### src/rtl/mc_ctrl_pkg.sv
// Shared encodings for the multicycle controller: FSM states, opcodes, funct codes, ALU ops.
// Also holds the control-word struct that the top builds each cycle.
package mc_ctrl_pkg;

   localparam logic [2:0] StFetch  = 3'd0;
   localparam logic [2:0] StDecode = 3'd1;
   localparam logic [2:0] StExec   = 3'd2;
   localparam logic [2:0] StMem    = 3'd3;
   localparam logic [2:0] StWb     = 3'd4;

   localparam logic [5:0] OpRtype = 6'h00;
   localparam logic [5:0] OpLw    = 6'h23;
   localparam logic [5:0] OpSw    = 6'h2B;
   localparam logic [5:0] OpBeq   = 6'h04;
   localparam logic [5:0] OpAddi  = 6'h08;

   localparam logic [5:0] FnAdd = 6'h20;
   localparam logic [5:0] FnSub = 6'h22;
   localparam logic [5:0] FnAnd = 6'h24;
   localparam logic [5:0] FnOr  = 6'h25;
   localparam logic [5:0] FnSlt = 6'h2A;
   localparam logic [5:0] FnSll = 6'h00;
   localparam logic [5:0] FnSrl = 6'h02;

   localparam logic [4:0] AluAdd = 5'b00000;
   localparam logic [4:0] AluSub = 5'b00001;
   localparam logic [4:0] AluAnd = 5'b00010;
   localparam logic [4:0] AluOr  = 5'b00011;
   localparam logic [4:0] AluSlt = 5'b00100;
   localparam logic [4:0] AluSll = 5'b01000;
   localparam logic [4:0] AluSrl = 5'b01001;

   typedef struct packed {
      logic       pc_write;
      logic       pc_src;
      logic       ir_write;
      logic       i_or_d;
      logic       reg_dst;
      logic       reg_write;
      logic       alu_src_a;
      logic       mem_read;
      logic       mem_write;
      logic       mem_to_reg;
      logic       reg_a;
      logic       reg_b;
      logic       illegal_op;
      logic [1:0] alu_src_b;
      logic [4:0] alu_op;
   } ctrl_t;

   function automatic logic is_itype(input logic [5:0] op);
      return (op == OpLw) || (op == OpSw) || (op == OpBeq) || (op == OpAddi);
   endfunction

endpackage

### src/rtl/mc_alu_decode.sv
// R-type funct decoder: maps Funct to an ALU op, flags shift ops (shamt on port B) and
// reports whether the funct is supported.
module mc_alu_decode
   import mc_ctrl_pkg::*;
(
   input  logic [5:0] funct,
   output logic [4:0] alu_op,
   output logic       reg_b,
   output logic       valid
);

   always_comb begin
      alu_op = AluAdd;
      reg_b  = 1'b0;
      valid  = 1'b1;
      case (funct)
         FnAdd:   alu_op = AluAdd;
         FnSub:   alu_op = AluSub;
         FnAnd:   alu_op = AluAnd;
         FnOr:    alu_op = AluOr;
         FnSlt:   alu_op = AluSlt;
         FnSll: begin
            alu_op = AluSll;
            reg_b  = 1'b1;
         end
         FnSrl: begin
            alu_op = AluSrl;
            reg_b  = 1'b1;
         end
         default: valid = 1'b0;
      endcase
   end

endmodule

### src/rtl/mc_controller.sv
// Multicycle MIPS-subset control FSM (FETCH/DECODE/EXEC/MEM/WB) with combinational outputs.
// Define MC_CTRL_MEMWAIT_EN to stall FETCH and MEM until MemReady.
module mc_controller
   import mc_ctrl_pkg::*;
(
   input  logic       Clock,
   input  logic       Reset,
   input  logic [5:0] Op,
   input  logic [5:0] Funct,
   input  logic       Zero,
   input  logic       MemReady,
   output logic       PCWrite,
   output logic       PCSrc,
   output logic       IRWrite,
   output logic       IorD,
   output logic       RegDst,
   output logic       RegWrite,
   output logic       ALUSrcA,
   output logic       MemRead,
   output logic       MemWrite,
   output logic       MemtoReg,
   output logic       RegA,
   output logic       RegB,
   output logic       IllegalOp,
   output logic [1:0] ALUSrcB,
   output logic [4:0] ALUOp,
   output logic [2:0] State
);

   logic [2:0] state_q, state_d;
   logic       hold_q;
   logic       mem_ok;
   logic [4:0] dec_alu_op;
   logic       dec_reg_b;
   logic       dec_valid;
   logic       is_r, is_lw, is_sw, is_beq, is_addi, r_ok, legal;
   ctrl_t      ctrl;

`ifdef MC_CTRL_MEMWAIT_EN
   assign mem_ok = MemReady;
`else
   logic unused_mem_ready;
   assign unused_mem_ready = MemReady;
   assign mem_ok = 1'b1;
`endif

   mc_alu_decode u_alu_decode (
      .funct  (Funct),
      .alu_op (dec_alu_op),
      .reg_b  (dec_reg_b),
      .valid  (dec_valid)
   );

   assign is_r    = (Op == OpRtype);
   assign is_lw   = (Op == OpLw);
   assign is_sw   = (Op == OpSw);
   assign is_beq  = (Op == OpBeq);
   assign is_addi = (Op == OpAddi);
   assign r_ok    = is_r & dec_valid;
   assign legal   = r_ok | is_itype(Op);

   // hold_q keeps the FSM parked, outputs quiet, until the first edge after reset release.
   always_ff @(posedge Clock or posedge Reset) begin
      if (Reset) begin
         state_q <= StFetch;
         hold_q  <= 1'b1;
      end else if (hold_q) begin
         state_q <= StFetch;
         hold_q  <= 1'b0;
      end else begin
         state_q <= state_d;
      end
   end

   always_comb begin
      state_d = StFetch;
      case (state_q)
         StFetch:  state_d = mem_ok ? StDecode : StFetch;
         StDecode: state_d = legal ? StExec : StFetch;
         StExec: begin
            if (is_lw || is_sw)        state_d = StMem;
            else if (r_ok || is_addi)  state_d = StWb;
            else                       state_d = StFetch;
         end
         StMem: begin
            if (!mem_ok)               state_d = StMem;
            else if (is_lw)            state_d = StWb;
            else                       state_d = StFetch;
         end
         StWb:     state_d = StFetch;
         default:  state_d = StFetch;
      endcase
   end

   always_comb begin
      ctrl = '0;
      case (state_q)
         StFetch: begin
            ctrl.mem_read  = 1'b1;
            ctrl.ir_write  = mem_ok;
            ctrl.pc_write  = mem_ok;
            ctrl.alu_src_b = 2'b01;
            ctrl.alu_op    = AluAdd;
         end
         StDecode: begin
            ctrl.alu_src_b  = 2'b11;
            ctrl.alu_op     = AluAdd;
            ctrl.illegal_op = ~legal;
         end
         StExec: begin
            ctrl.alu_src_a = 1'b1;
            if (is_r) begin
               ctrl.alu_op = dec_alu_op;
               ctrl.reg_b  = dec_reg_b;
            end else if (is_beq) begin
               ctrl.alu_op   = AluSub;
               ctrl.pc_src   = 1'b1;
               ctrl.pc_write = Zero;
            end else begin
               ctrl.alu_src_b = 2'b10;
               ctrl.alu_op    = AluAdd;
            end
         end
         StMem: begin
            ctrl.i_or_d    = 1'b1;
            ctrl.mem_read  = is_lw;
            ctrl.mem_write = is_sw;
         end
         StWb: begin
            ctrl.reg_write  = r_ok | is_addi | is_lw;
            ctrl.reg_dst    = is_r;
            ctrl.mem_to_reg = is_lw;
         end
         default: ctrl = '0;
      endcase
      if (Reset || hold_q) begin
         ctrl.pc_write   = 1'b0;
         ctrl.ir_write   = 1'b0;
         ctrl.reg_write  = 1'b0;
         ctrl.mem_write  = 1'b0;
         ctrl.mem_read   = 1'b0;
         ctrl.illegal_op = 1'b0;
      end
   end

   assign PCWrite   = ctrl.pc_write;
   assign PCSrc     = ctrl.pc_src;
   assign IRWrite   = ctrl.ir_write;
   assign IorD      = ctrl.i_or_d;
   assign RegDst    = ctrl.reg_dst;
   assign RegWrite  = ctrl.reg_write;
   assign ALUSrcA   = ctrl.alu_src_a;
   assign MemRead   = ctrl.mem_read;
   assign MemWrite  = ctrl.mem_write;
   assign MemtoReg  = ctrl.mem_to_reg;
   assign RegA      = ctrl.reg_a;
   assign RegB      = ctrl.reg_b;
   assign IllegalOp = ctrl.illegal_op;
   assign ALUSrcB   = ctrl.alu_src_b;
   assign ALUOp     = ctrl.alu_op;
   assign State     = state_q;

endmodule

### config.mk
export PLATFORM = sky130hd
export DESIGN_NAME = mc_controller
export DESIGN_NICKNAME = d
export VERILOG_FILES = /design/src/rtl/mc_ctrl_pkg.sv /design/src/rtl/mc_alu_decode.sv /design/src/rtl/mc_controller.sv
export SDC_FILE = /design/constraint.sdc
export NUM_CORES = 1
export LEC_CHECK = 0
export CORE_MARGIN = 3
export CORE_UTILIZATION = 35
export CTS_CLUSTER_DIAMETER = 150
export DETAILED_ROUTE_END_ITERATION = 8
export DONT_BUFFER_PORTS = 1
export SETUP_SLACK_MARGIN = 0.15
export SYNTH_ARGS = -nofsm -noshare
export SYNTH_HDL_FRONTEND = slang
export SYNTH_SLANG_ARGS = --single-unit
export TNS_END_PERCENT = 50
### constraint.sdc
create_clock -name Clock -period 3.95 [get_ports Clock]
set_clock_uncertainty 0.1 [all_clocks]
set_input_delay 0.5925 -clock Clock [delete_from_list [all_inputs] [get_ports Clock]]
set_output_delay 0.5925 -clock Clock [all_outputs]
set_load 0.05 [all_outputs]
==> results of run 1 <==
[power by group]
group,internal (uW),switching [uW]
Combinational,12.2,27.7
Sequential,42.8,5.58
Clock,38.0,18.9
Total,93.1,52.2
[path summary, 6_finish.rpt]
| path | startpoint | to | slack (ns) |
|---|---|---|---|
| max | State[0] | PCWrite | 0.90 |
| min | Reset | State[1] | 0.01 |
| max reg2reg | State[2] | State[1] | 2.06 |
| min reg2reg | State[1] | State[2] | 0.65 |
| max in group asynchronous | Reset | hold_q | 3.50 |
| min in group Clock | Op[3] | State[2] | 0.48 |
[per-stage QoR]
step / total power [uW] / worst slack [ns] / utilization, % / instances / instance area [um^2]
finish: 145.3 / 0.9000 / 51.61 / 109 / 721.9
floorplan: 84.07 / 0.1002 / - / 81 / 578.1
global route: 153.5 / 0.7595 / 51.61 / 109 / 721.9
global placement: 88.02 / 0.9800 / 49.73 / 105 / 695.7
CTS: 146.8 / 0.8757 / 51.61 / 109 / 721.9
detailed placement: 88.73 / 0.9728 / 49.73 / 105 / 695.7
[metal layers]
metal  wire length [um]  part of all wire (%)  up-vias  track usage, %
li1                   -                     -      322               -
met1                739                    45      292           22.25
met2                732                    44       38           25.00
met3                172                    10        0           4.743
met5                  0                     0        -               0
met4                  0                     0        0           5.114
[critical path: cells and delay by family, from the launching register on]
kind	cells	cell delay, ns
AOI/OAI and AO/OA	1	0.38
buffers and inverters	2	0.53
DFF	1	0.66
and+or+nand+nor	2	0.54
[cell usage after synthesis]
| cell | number |
|---|---|
| nor2_1 | 11 |
| or2_2 | 1 |
| or4_1 | 1 |
| dfrtp_1 | 3 |
| nor3_1 | 7 |
| o21ai_1 | 1 |
| and4_1 | 1 |
| a2111oi_0 | 1 |
| nand3_1 | 2 |
| nor2b_1 | 1 |
| or4b_1 | 1 |
| a21boi_0 | 1 |
| nand3b_1 | 1 |
| and3_1 | 1 |
| buf_4 | 2 |
| conb_1 | 1 |
| nand4bb_1 | 1 |
| nor4bb_1 | 1 |
| dfstp_2 | 1 |
| o221ai_1 | 1 |
| a211oi_1 | 1 |
| a32o_1 | 1 |
| o2bb2ai_1 | 1 |
| or3_1 | 2 |
| nand2_1 | 5 |
| nor3b_2 | 1 |
| o21a_1 | 1 |
| or3b_2 | 1 |
| o311ai_1 | 1 |
| nand2b_1 | 3 |
| nand4_1 | 3 |
| a211o_2 | 1 |
| inv_1 | 4 |
| nor4_1 | 1 |
| clkbuf_1 | 5 |
| a21oi_1 | 3 |
| o31ai_1 | 1 |
| nor4b_2 | 2 |
| a22oi_1 | 1 |
| and2_1 | 1 |
[layout make-up]
class	count	area share [%]
flip-flops and latches	4	14.04
clock buffers	4	3.640
multi-input cells	66	61.01
repair buffers	16	16.64
well taps	15	2.600
inverters	4	2.080
[sequential cells by signal, summed over array words and instances, names as in the netlist]
name	count
State	3
hold_q	1
[cell families (layout without fill, tap and decap cells)]
family | count (synthesis) | in the layout
flops | 4 | 4
simple gates | 48 | 48
compound gates | 15 | 15
buf+inv | 11 | 24
other cells | 1 | 3
[placed cells by master (no fill, tap or decap), types with 3 or more instances in the layout]
cell type / instances
nand2b_1: 3
nor2_1: 11
buf_4: 16
nand2_1: 5
conb_1: 3
nor3_1: 6
clkbuf_4: 3
nand4_1: 3
a21oi_1: 3
dfrtp_1: 3
inv_1: 4
==> results.sh, run 1 <==
export IMPL_rsz_0062_raised_after_global_routing="no"
export IMPL_hold_class="in2async"
export IMPL_cts_made_buffers=3
export IMPL_max_cap_violations=0
export IMPL_n_antenna_cell=0
export IMPL_post_synth_cell_area_avg_um2=7.080
export IMPL_fp_dieH_um=45.98
export IMPL_vdd_ir_drop_max_uv=140.9
export IMPL_min_period_ns=3.050
export IMPL_post_synth_and_or_nand_nor_area_fraction_pct=52.35
export IMPL_drt_wl_total_um=1645
export IMPL_worstMarginPinSlew_ns=0.7628
export IMPL_p_leak_uw=0.0002794
export IMPL_final_net_count=111
export IMPL_register_area_um2=101.3
export IMPL_fraction_of_the_mapped_netlist_area_in_adder_cells_pct=0
export IMPL_synth_top_cell_by_area="dfrtp_1"
export IMPL_clock_tree_root_cell="clkbuf_4"
export IMPL_multi_input_area_um2=440.4
export IMPL_required_time_at_the_endpoint_of_the_critical_path_ns=3.26
export IMPL_grt_max_degree=12
export IMPL_cts_repair_resized=0
export IMPL_timing_setup_tns_ns=0
export IMPL_io_pins=39
export IMPL_detailedRoute_firstIterationViolations=8
export IMPL_viasPerCell=5.982
export IMPL_htreeDepth=1
export IMPL_floorplan_initialDensity_pct=39.98
export IMPL_hold_ws_ns=0.01249
export IMPL_detail_route_antenna_nets=0
export IMPL_gp_congestion=0.8176
export IMPL_finalHoldViolCount=0
export IMPL_powerDensity_mw_per_mm2=201.3
export IMPL_critPathLaunchType="flip-flop"
export IMPL_netlist_cell_type_count=40
export IMPL_post_detail_place_hpwl_um=1317
export IMPL_gr_ovfl_total=0
export IMPL_cts_buffer_depth=2
export IMPL_antenna_found_initial=0
export IMPL_synthesized_area_fraction_occupied_by_ao_oa_aoi_and_oai_cells_pct=20.13
export IMPL_cts_setup_buffers=0
export IMPL_achievable_frequency_ghz=0.3279
export IMPL_maxSlewHeadroom_pct=49.15
export IMPL_synth_seq_cells=4
export IMPL_critPathArrivalTime_ns=2.36
export IMPL_grt_usage_pct=16.49
export IMPL_netlist_area_um2=559.3
export IMPL_cp_max_fo=11
export IMPL_layout_drive_gt1_share_pct=31.91
export IMPL_layout_area_overhead_vs_synth_pct=29.08
export IMPL_finalSetupViolations=0
export IMPL_detail_route_first_pass_iterations=4
export IMPL_critPathMostFrequentCell="buf_4"
export IMPL_worst_setup_hold_path_clk_slew_ns=0.05
export IMPL_setup_worst_path_class="reg2out"
export IMPL_muxShareOfSynthArea_pct=0
export IMPL_run_status="completed"
export IMPL_first_global_vias=613
export IMPL_ys_warn_count=0
export IMPL_critical_path_cell_chain="nor3b_2 -> buf_4 -> nand4_1 -> a2111oi_2 -> buf_4"
export IMPL_rows=13
export IMPL_timing_critical_path_slowest_stage_cell="dfrtp_1"
export IMPL_core_mm2=0.001399
export IMPL_timing_critical_path_slowest_cell_delay_ns=0.66
export IMPL_synth_largest_type_area_fraction_pct=13.42
export IMPL_filler_cell_count=146
export IMPL_port_buffer_count=0
export IMPL_combinational_family_with_the_most_area_after_synthesis="simple AND/OR/NAND/NOR gates"
export IMPL_timing_max_transition_violations_final=0
export IMPL_hold_buffers=0
export IMPL_synth_yosys_seq_area_share_pct=18.12
export IMPL_post_synth_xor_area_fraction_pct=0
export IMPL_dieWidth_um=45.98
export IMPL_die_area_mm2=0.002114
export IMPL_ff2ff_path_depth=3
export IMPL_crit_path_end_kind="primary output"
export IMPL_syn_inst=79
export IMPL_routed_wire_length_per_instance_um=15.09
export IMPL_min_period_over_period_pct=77.22
export IMPL_synth_top_cells_by_area="dfrtp_1 (13%), nor2_1 (7.4%), nor3_1 (6.3%)"
export IMPL_via_count=652
export IMPL_sinks_on_the_clock_net=4
export IMPL_first_pass_grt_wire_length_um=2594
export IMPL_detail_route_drc_violations=0
export IMPL_tritoncts="done"
export IMPL_worst_skew_pair_late_latency_ns=0.24
Note: power is estimated with default switching activity, not from simulation.
==> inputs of run 2 (changes only) <==
- clock period: 3.95 -> 2.7 ns (I/O delays scaled with it)
==> run 2 against run 1 <==
Effect of this change: via count rose by 10%; sequential power rose by 34%; non-clock buffer count rose by 6; worst setup slack got worse by 0.74 ns; combinational power rose by 88%; worst hold slack improved by 0.27 ns; sequential share of layout area fell by 2.2 points; flip-flop and latch count did not move; final cell count rose by 5.5%; clock power rose by 46%; highest routed layer is now met4.
==> results.sh, run 2 (synthesis gave the netlist of run 1 again) <==
export IMPL_worst_setup_hold_path_clk_slew_ns=0.04
export IMPL_achievable_frequency_ghz=0.3933
export IMPL_setup_worst_path_class="in2out"
export IMPL_core_mm2=0.001399
export IMPL_htreeDepth=1
export IMPL_run_status="completed"
export IMPL_powerDensity_mw_per_mm2=252.1
export IMPL_detail_route_first_pass_iterations=4
export IMPL_gr_ovfl_total=0
export IMPL_critPathLaunchType="input port"
export IMPL_min_period_ns=2.542
export IMPL_port_buffer_count=0
export IMPL_crit_path_end_kind="primary output"
export IMPL_timing_max_transition_violations_final=0
export IMPL_rsz_0062_raised_after_global_routing="yes"
export IMPL_final_net_count=117
export IMPL_max_cap_violations=0
export IMPL_fp_dieH_um=45.98
export IMPL_finalHoldViolCount=0
export IMPL_layout_drive_gt1_share_pct=41.00
export IMPL_routed_wire_length_per_instance_um=16.05
export IMPL_final_cell_mix="buf_4 (17), nor2_1 (10), nor3_1 (5), nand2_1 (5)"
export IMPL_p_leak_uw=0.0003427
export IMPL_viasPerCell=6.261
export IMPL_detailedRoute_firstIterationViolations=19
export IMPL_sinks_on_the_clock_net=4
export IMPL_rows=13
export IMPL_grt_usage_pct=18.82
export IMPL_antenna_found_initial=0
export IMPL_timing_setup_tns_ns=0
export IMPL_filler_cell_count=131
export IMPL_min_period_over_period_pct=94.17
export IMPL_first_global_vias=625
export IMPL_finalSetupViolations=0
export IMPL_wl_met1_um=755
export IMPL_cts_made_buffers=3
export IMPL_worst_skew_pair_late_latency_ns=0.23
export IMPL_topRoutingLayerUsed="met4"
export IMPL_drt_wl_total_um=1846
export IMPL_cp_max_fo=3
export IMPL_dieWidth_um=45.98
export IMPL_n_antenna_cell=0
export IMPL_detail_route_drc_violations=0
export IMPL_layout_commonest_cell="buf_4"
export IMPL_grt_max_degree=11
export IMPL_wl_met2_um=858
export IMPL_overall_power_uw=223.0
export IMPL_floorplan_initialDensity_pct=39.98
export IMPL_largest_register_ffs=3
export IMPL_via_count=720
export IMPL_first_pass_grt_wire_length_um=2918
export IMPL_post_detail_place_hpwl_um=1480
export IMPL_tritoncts="done"
export IMPL_hold_class="in2reg"
export IMPL_cts_buffer_depth=2
export IMPL_critPathArrivalTime_ns=2.04
export IMPL_layout_area_overhead_vs_synth_pct=58.17
export IMPL_detail_route_antenna_nets=0
export IMPL_clock_tree_root_cell="clkbuf_4"
export IMPL_vdd_ir_drop_max_uv=304.6
export IMPL_gp_congestion=0.8294
export IMPL_die_area_mm2=0.002114
export IMPL_wl_met3_um=219
export IMPL_required_time_at_the_endpoint_of_the_critical_path_ns=2.19
export IMPL_io_pins=39
## run 2: cell types whose count changed in the layout (fill, tap and decap cells not counted), moves of 2 or more
cell,before,now
dfrtp_2,0,3
dfrtp_1,3,0
nor4b_4,0,2
nor4b_2,2,0
buf_12,0,4
## run 2: metal layers
layer | up-vias | GRT usage [%]
met5 | - | 0
met4 | 0 | 5.114
met3 | 2 | 5.929
met2 | 54 | 31.04
met1 | 332 | 23.24
li1 | 332 | -
## run 2: final cells by class
type                    instances  area, um^2  area share, %
well taps                      15       18.77          2.122
multi-input cells              66       501.7          56.72
clock buffers                   4       26.28          2.970
repair buffers                 22       217.7          24.61
inverters                       4       15.01          1.697
flip-flops and latches          4       105.1          11.88
## run 2: final timing paths
check,start,to,slack [ns],cells after the start
worst max-delay path,Op[1],ALUOp[2],0.16,5
worst min-delay path,Op[3],State[2],0.28,3
worst max register to register,State[2],State[1],0.91,4
worst min register to register,State[1],State[0],0.66,2
max in group asynchronous,Reset,hold_q,1.87,2
min in group asynchronous,Reset,State[0],0.40,2
## run 2: worst max-delay path: stages
cell and delay, ns:
or3_1 0.38, or4_4 0.44, a211o_4 0.32, nor4b_4 0.31, buf_12 0.18
## run 2: through the flow
stage | hold slack [ns] | util, % | instance area, um^2 | instances | worst slack, ns
floorplan | 0.07047 | - | 668.1 | 81 | -0.2291
global placement | 0.08076 | 59.84 | 837.1 | 110 | 0.06532
detailed placement | 0.09546 | 59.84 | 837.1 | 110 | 0.04341
CTS | 0.2742 | 63.24 | 884.6 | 115 | 0.1560
global route | 0.2961 | 63.24 | 884.6 | 115 | 0.1076
finish | 0.2833 | 63.24 | 884.6 | 115 | 0.1575
## run 2: repair_timing
item                       CTS  global route
hold endpoints to repair     3             0
resized for setup            2             0
hold buffers                 1             0
setup endpoints to repair    2             2
buffers inserted             0             0
pin swaps                    3             0
## run 2: power breakdown
| group | switching [uW] | total [uW] | internal (uW) |
|---|---|---|---|
| sequential | 1.64 | 64.7 | 63.1 |
| combinational | 51.0 | 75.4 | 24.4 |
| clock | 27.2 | 82.8 | 55.6 |
